<file path="src/rtl/serial_pkg.sv">
// Shared types and constants for the processor-to-UART serial bridge.
package serial_pkg;
  localparam int unsigned FRAME_BITS           = 10;
  localparam int unsigned DEFAULT_CLKS_PER_BIT = 434;

  typedef enum logic [1:0] {TX_IDLE, TX_START, TX_DATA, TX_STOP} tx_state_t;
  typedef enum logic [1:0] {RX_IDLE, RX_START, RX_DATA, RX_STOP} rx_state_t;
endpackage

</file>
<file path="src/rtl/uart_bit_timer.sv">
// Loadable down-counter; tick is high while the count sits at zero.
module uart_bit_timer #(
  parameter int unsigned WIDTH = 9
) (
  input  logic             clk,
  input  logic             reset,
  input  logic             load,
  input  logic [WIDTH-1:0] load_val,
  output logic             tick
);
  logic [WIDTH-1:0] count;

  always_ff @(posedge clk) begin
    if (reset)
      count <= '0;
    else if (load)
      count <= load_val;
    else if (count != '0)
      count <= count - WIDTH'(1);
  end

  assign tick = (count == '0);
endmodule

</file>
<file path="src/rtl/serial_bridge.sv">
// 8N1 UART bridge between the processor's byte-wide serial port and a pin pair.
module serial_bridge
  import serial_pkg::*;
#(
  parameter int unsigned CLKS_PER_BIT = DEFAULT_CLKS_PER_BIT
) (
  input  logic       clk,
  input  logic       reset,
  input  logic [7:0] tx_data,
  input  logic       tx_wren,
  output logic       tx_ready,
  output logic [7:0] rx_data,
  output logic       rx_valid,
  input  logic       rx_rden,
  input  logic       uart_rxd,
  output logic       uart_txd,
  output logic       rx_overrun,
  output logic       rx_frame_err
);
  localparam int unsigned     CW        = $clog2(CLKS_PER_BIT);
  localparam logic [CW-1:0]   BIT_LOAD  = CW'(CLKS_PER_BIT - 1);
  localparam logic [CW-1:0]   HALF_LOAD = CW'(CLKS_PER_BIT / 2 - 1);

  // ---------------- transmitter ----------------
  tx_state_t  tx_state;
  logic [7:0] tx_shift;
  logic [2:0] tx_bit;
  logic       tx_load;
  logic       tx_tick;

  always_comb begin
    tx_load = 1'b0;
    if (tx_state == TX_IDLE)
      tx_load = tx_wren;
    else if (tx_state != TX_STOP)
      tx_load = tx_tick;
  end

  uart_bit_timer #(.WIDTH(CW)) u_tx_timer (
    .clk      (clk),
    .reset    (reset),
    .load     (tx_load),
    .load_val (BIT_LOAD),
    .tick     (tx_tick)
  );

  always_ff @(posedge clk) begin
    if (reset) begin
      tx_state <= TX_IDLE;
      uart_txd <= 1'b1;
      tx_ready <= 1'b1;
      tx_shift <= '0;
      tx_bit   <= '0;
    end else begin
      case (tx_state)
        TX_IDLE: if (tx_wren) begin
          tx_shift <= tx_data;
          uart_txd <= 1'b0;
          tx_ready <= 1'b0;
          tx_state <= TX_START;
        end
        TX_START: if (tx_tick) begin
          uart_txd <= tx_shift[0];
          tx_shift <= {1'b0, tx_shift[7:1]};
          tx_bit   <= '0;
          tx_state <= TX_DATA;
        end
        TX_DATA: if (tx_tick) begin
          if (tx_bit == 3'd7) begin
            uart_txd <= 1'b1;
            tx_state <= TX_STOP;
          end else begin
            uart_txd <= tx_shift[0];
            tx_shift <= {1'b0, tx_shift[7:1]};
            tx_bit   <= tx_bit + 3'd1;
          end
        end
        TX_STOP: if (tx_tick) begin
          tx_ready <= 1'b1;
          tx_state <= TX_IDLE;
        end
      endcase
    end
  end

  // ---------------- receiver ----------------
  rx_state_t    rx_state;
  logic         rxd_meta;
  logic         rxd_sync;
  logic [7:0]   rx_shift;
  logic [2:0]   rx_bit;
  logic         rx_hold;
  logic         rx_load;
  logic         rx_tick;
  logic [CW-1:0] rx_load_val;

  // Start edge arms a half-bit wait so every later sample lands mid-bit.
  always_comb begin
    rx_load     = 1'b0;
    rx_load_val = BIT_LOAD;
    case (rx_state)
      RX_IDLE: begin
        rx_load     = !rxd_sync;
        rx_load_val = HALF_LOAD;
      end
      RX_START: rx_load = rx_tick && !rxd_sync;
      RX_DATA:  rx_load = rx_tick;
      default:  rx_load = 1'b0;
    endcase
  end

  uart_bit_timer #(.WIDTH(CW)) u_rx_timer (
    .clk      (clk),
    .reset    (reset),
    .load     (rx_load),
    .load_val (rx_load_val),
    .tick     (rx_tick)
  );

  always_ff @(posedge clk) begin
    if (reset) begin
      rxd_meta     <= 1'b1;
      rxd_sync     <= 1'b1;
      rx_state     <= RX_IDLE;
      rx_shift     <= '0;
      rx_bit       <= '0;
      rx_hold      <= 1'b0;
      rx_data      <= '0;
      rx_valid     <= 1'b0;
      rx_overrun   <= 1'b0;
      rx_frame_err <= 1'b0;
    end else begin
      rxd_meta     <= uart_rxd;
      rxd_sync     <= rxd_meta;
      rx_overrun   <= 1'b0;
      rx_frame_err <= 1'b0;
      if (rx_rden && rx_valid)
        rx_valid <= 1'b0;

      case (rx_state)
        RX_IDLE: if (!rxd_sync) rx_state <= RX_START;
        RX_START: if (rx_tick) begin
          if (!rxd_sync) begin
            rx_bit   <= '0;
            rx_state <= RX_DATA;
          end else begin
            rx_state <= RX_IDLE;
          end
        end
        RX_DATA: if (rx_tick) begin
          rx_shift <= {rxd_sync, rx_shift[7:1]};
          if (rx_bit == 3'd7)
            rx_state <= RX_STOP;
          else
            rx_bit <= rx_bit + 3'd1;
        end
        RX_STOP: begin
          // After a framing error the timer idles at zero, so rx_hold gates re-reporting.
          if (rx_hold) begin
            if (rxd_sync) begin
              rx_hold  <= 1'b0;
              rx_state <= RX_IDLE;
            end
          end else if (rx_tick) begin
            if (rxd_sync) begin
              rx_state <= RX_IDLE;
              if (rx_valid && !rx_rden) begin
                rx_overrun <= 1'b1;
              end else begin
                rx_data  <= rx_shift;
                rx_valid <= 1'b1;
              end
            end else begin
              rx_frame_err <= 1'b1;
              rx_hold      <= 1'b1;
            end
          end
        end
      endcase
    end
  end
endmodule

</file>
<file path="config.mk">
export PLATFORM = sky130hd
export DESIGN_NAME = serial_bridge
export DESIGN_NICKNAME = d
export VERILOG_FILES = /design/src/rtl/serial_pkg.sv /design/src/rtl/uart_bit_timer.sv /design/src/rtl/serial_bridge.sv
export SDC_FILE = /design/constraint.sdc
export NUM_CORES = 1
export LEC_CHECK = 0
export ABC_AREA = 1
export CORE_ASPECT_RATIO = 2
export CORE_MARGIN = 4
export CORE_UTILIZATION = 55
export CTS_BUF_LIST = sky130_fd_sc_hd__clkbuf_4
export CTS_CLUSTER_DIAMETER = 30
export CTS_CLUSTER_SIZE = 24
export DETAILED_ROUTE_END_ITERATION = 8
export GPL_ROUTABILITY_DRIVEN = 0
export HOLD_SLACK_MARGIN = 0.1
export MAX_ROUTING_LAYER = met4
export PLACE_DENSITY = 0.77
export SYNTH_ARGS = -nofsm -noshare
export SYNTH_HDL_FRONTEND = slang
export SYNTH_SLANG_ARGS = --single-unit
</file>
<file path="constraint.sdc">
create_clock -name clk -period 3 [get_ports clk]
set_input_delay 0.6 -clock clk [delete_from_list [all_inputs] [get_ports clk]]
set_output_delay 0.6 -clock clk [all_outputs]
set_load 0.005 [all_outputs]
</file>
; After elaboration in Yosys (flattened, before gate mapping)
; Index checks and enable logic that the tools add are counted.
[op_classes]
add_sub_neg = 4
eq_ne = 22
n_mux = 54
bitwise_logic = 5
n_reduce_logical = 29
[ops]
columns = operator, count
row1 = $mux W9, 5
row2 = $mux W8, 4
row3 = $mux W2, 13
row4 = $ne A2 B2 Y1 const B, 13
row5 = $reduce_and A5 Y1, 5
row6 = $pmux W8 S3, 1
row7 = $mux W3, 7
row8 = $logic_not A9 Y1, 2
row9 = $reduce_bool A9 Y1, 2
row10 = $sub A9 B1 Y9 const B, 2
row11 = $mux W1, 17
row12 = $pmux W2 S4, 2
row13 = $pmux W3 S2, 2
row14 = $reduce_bool A2 Y1, 5
row15 = $eq A2 B2 Y1 const B, 4
row16 = $reduce_and A4 Y1, 2
row17 = $add A3 B1 Y3 const B, 2
row18 = $eq A3 B3 Y1 const B, 2
row19 = $pmux W1 S3, 2
row20 = $not A1 Y1, 5
row21 = $reduce_or A5 Y1, 1
row22 = $eq A2 B1 Y1 const B, 2
row23 = $logic_not A2 Y1, 2
row24 = $logic_and A1 B1 Y1, 3
row25 = other kinds (8), 9
[totals]
regBits = 60
input_bits = 13
out_inout_bits = 13

; Longest topological paths before layout
[depth]
ltp_word = 7
ltp_mapped = 11

; Hierarchy
; Synthesis repeated with hierarchy kept, for this count alone.
[unflattened]
hier_cells = 438
hier_area_um2 = 3111.7
[by_module_without_submodules]
columns = module, n_inst, cells_per_inst, area_per_inst_um2, seq_area_each_um2
row1 = serial_bridge, 1, 264, 1958.1, 840.8
row2 = uart_bit_timer, 2, 87, 576.8, 180.2

; Least setup slack after synthesis
; OpenSTA, ideal clock, no wires.
[synth_timing]
path_type = flip-flop to flip-flop
start = register u_rx_timer.count[0]
end = register rx_data[5]
t_arrival_ns = 1.494
slack_ns = 1.390
path_stages_with_launch = 9
path_buffers = 1
path_cell_list = dfxtp_1 -> inv_1 -> ha_1 -> nand2_2 -> nor3_4 -> nand3_4 -> buf_6 -> o21ai_1 -> a21oi_1
[synth_via]
elab_chain_len = 2
[synth_rtl]
columns = element, line
row1 = "start, declared", uart_bit_timer.sv:11  ; logic [WIDTH-1:0] count;
row2 = "start signal, assigned", uart_bit_timer.sv:17  ; count <= load_val;
row3 = "start signal, assigned", uart_bit_timer.sv:19  ; count <= count - WIDTH'(1);
row4 = $logic_not A9 Y1, uart_bit_timer.sv:22  ; assign tick = (count == '0);
row5 = $reduce_and A5 Y1 (no source line), n/a
row6 = "end signal, assigned", serial_bridge.sv:170  ; rx_data <= rx_shift;
row7 = "end, declared", serial_bridge.sv:12  ; output logic [7:0] rx_data,
; No other way between the ends.
; A chain may end at the register's enable or synchronous reset.

; Final worst setup path
[layout_timing]
start = register u_rx_timer.count[0]
end = register u_rx_timer.count[7]
[layout_via]
elab_chain_len = 4
word_cells_on_any_way = 8
[layout_rtl]
columns = element
row1 = "parallel branches: the longest is 4 deep, another holds $sub A9 B1 Y9"
; Several ways; the timed one is not identified. The select of a mux whose other input is x is not followed.

==> flow_summary.ini <==
[run_status]
outcome = finished, final reports clean

[clocking]
cts_tree = yes
clock_latency_ns = 0.41
cts_buffers = 9
cts_sinks = 60
cts-resized-gates = 0
ctsHoldBuffers = 0
ctsLongestPathBuffers = 2
cts_setup_buffers = 0
clk_pin_slew_ns = 0.09
root_buffer = clkbuf_4
cts_max_level = 3

[logic_synthesis]
synth_area_leaders = dfxtp_1, nand2_1, a21oi_1
syn_area_um2 = 2880
synth_largest_area_cell = dfxtp_1
ys_seq_area_share_pct = 41.7
synth-seq-cells = 60
synth_warnings = 0
synth.avg_cell_area_um2 = 7.20
syn_inst = 400
syn_nets = 424
synth_cell_types = 34
yosysTopAreaCellShare_pct = 41.7

[critical_path]
crit_family = simple AND/OR/NAND/NOR gates
cp_cell_sequence = inv_1, ha_1, nand2_2, nor3_4, nand2_4, nand2_1, nand2_1, o21ai_0, nand2_1, inv_1
worst_ep_arrival_time_ns = 2.35
worst_path_max_delay_cell = nor3_4
cp-end-kind = register
worstPathMaxFanout = 13
slowest_delay_ns = 0.48
worstSetupPathType = reg -> reg
rrSetupSlack_ns = 1.0
cp.required_ns = 3.35
crit_top_cell = nand2_1
cp-start-kind = register
critPathBufInv = 2

[global_routing]
grt_max_degree = 26
met1_usage_pct = 18.3
antenna_found_initial = 0
grt_pass1_vias = 2397
grtUsageTotal_pct = 19.9
grt_remaining_overflow = 0
use_met3_pct = 5.24
grt_pass1_wl_um = 9670
met2_usage_pct = 36.2
busiest_layer = met2

[route]
wire_per_inst_um = 11.6
firstDrtPassIters = 4
avgViaCountPerCell = 5.19
drtAntennaViolNets = 0
initialDrtViolationCount = 63
routed_wl_um = 5710
vias = 2543
drcViolationCount = 0

[power_and_ir_drop]
p_leak_uw = 0.00143
p_per_area_nw_per_um2 = 901
peakVddDrop_uv = 641
power.total_uw = 2970

[timing]
whs_ns = 0.424
hold_violations = 0
fin_crit_sh_pct = 66.7
setup_viol = 0
fin_skew_ns = 0.0115
max_freq_mhz = 500
rsz0062_at_grt = no
worst_pin_slew_ns = 0.612
slew_headroom_pct = 59.1
timing.final.crit_period_ns = 2.00
slew_violations = 0
finalSetupTns_ns = 0

[final_layout]
fin_util_pct = 64.7
nets = 451
diodes = 0
syn_to_final_growth_pct = 14.3
stdcell_count = 490
layout-drive-gt1-share_pct = 7.18

[placed_design]
place_inst = 474
place_hpwl_um = 4230
port-buffer-count = 25

[floorplanning]
die_w_um = 59.2
dieArea_um2 = 6530
rows = 37
start_util_pct = 56.6
die_h_um = 110
coreArea_um2 = 5090
io_pins = 26

[hold_path]
hold_path_class = reg -> reg

[flow_run]
maxCapViolations = 0
layer usage:
layer / vias to the layer above / routed length [µm]
met1: 1150 / 2130
met2: 38 / 3220
li1: 1340 / -
met3: 15 / 199
met4: 0 / 156
met5: - / 0
worst paths after layout:
kind                        from                  end  depth (start not counted)
max          u_rx_timer.count[0]  u_rx_timer.count[7]                         10
min                     rxd_meta             rxd_sync                          1
max reg2reg  u_rx_timer.count[0]  u_rx_timer.count[7]                         10
min reg2reg             rxd_meta             rxd_sync                          1
synthesized netlist by cell type, drive strengths merged:
library cell and instances:
nand3b 1, nand3 19, a32oi 1, clkinv 1
o21ai 33, nor3 5, or2 5, xnor2 1
a211oi 3, inv 54, dfxtp 60, xor2 8
a21oi 42, buf 5, nand2 88, a31oi 1
and3 1, o211ai 2, o32ai 1, nand4 3
clkbuf 6, nor2 48, ha 11, a21boi 1
registers in the layout (all words and copies together), names as in the netlist, 2 cells and up, named ones only:
name	cells
u_rx_timer.count	9
u_tx_timer.count	9
tx_state	2
rx_shift	8
tx_bit	3
tx_shift	8
rx_data	8
rx_bit	3
worst register-to-register path, delay by kind of cell, from the launching register on:
family | cells | cell delay, ns
simple gates | 6 | 1.12
flops | 1 | 0.32
fa+ha+maj | 1 | 0.24
buf+inv | 2 | 0.18
compound gates | 1 | 0.10
final cells by class:
type | instances | area, µm²
clock inverter | 5 | 52.6
tap | 58 | 72.6
sequential | 60 | 1200
clock buffer | 11 | 82.6
fill | 493 | 1800
inverter | 55 | 206
multi-input combinational | 274 | 1410
timing repair buffer | 27 | 265
layout by cell type (no fill, tap or decap), drive strengths merged, types with 5 or more instances in the layout:
cell / n
clkbuf: 11
nand3: 19
clkdlybuf4s50: 25
or2: 5
ha: 11
nor3: 5
xor2: 8
o21ai: 33
dfxtp: 60
nor2: 48
nand2: 88
inv: 54
a21oi: 42
report_power, final:
| part | total, µW | switching (µW) | internal [µW] |
|---|---|---|---|
| sequential | 1120 | 132 | 988 |
| clock | 556 | 288 | 267 |
| combinational | 1290 | 808 | 484 |
per-stage QoR:
step | setup WS [ns] | area (µm²)
floorplan | 1.39 | 2880
global placement | 0.977 | 3160
detailed placement | 0.914 | 3160
CTS | 0.996 | 3290
global route | 0.830 | 3290
finish | 0.999 | 3290
cell families after synthesis:
family / Yosys count / synth area share (%)
simple gates: 170 / 25.9
compound gates: 84 / 15.7
buf+inv: 66 / 9.25
flops: 60 / 41.7
fa+ha+maj: 11 / 4.78
xor+xnor: 9 / 2.74
Note: power is estimated with default switching activity, not from simulation.
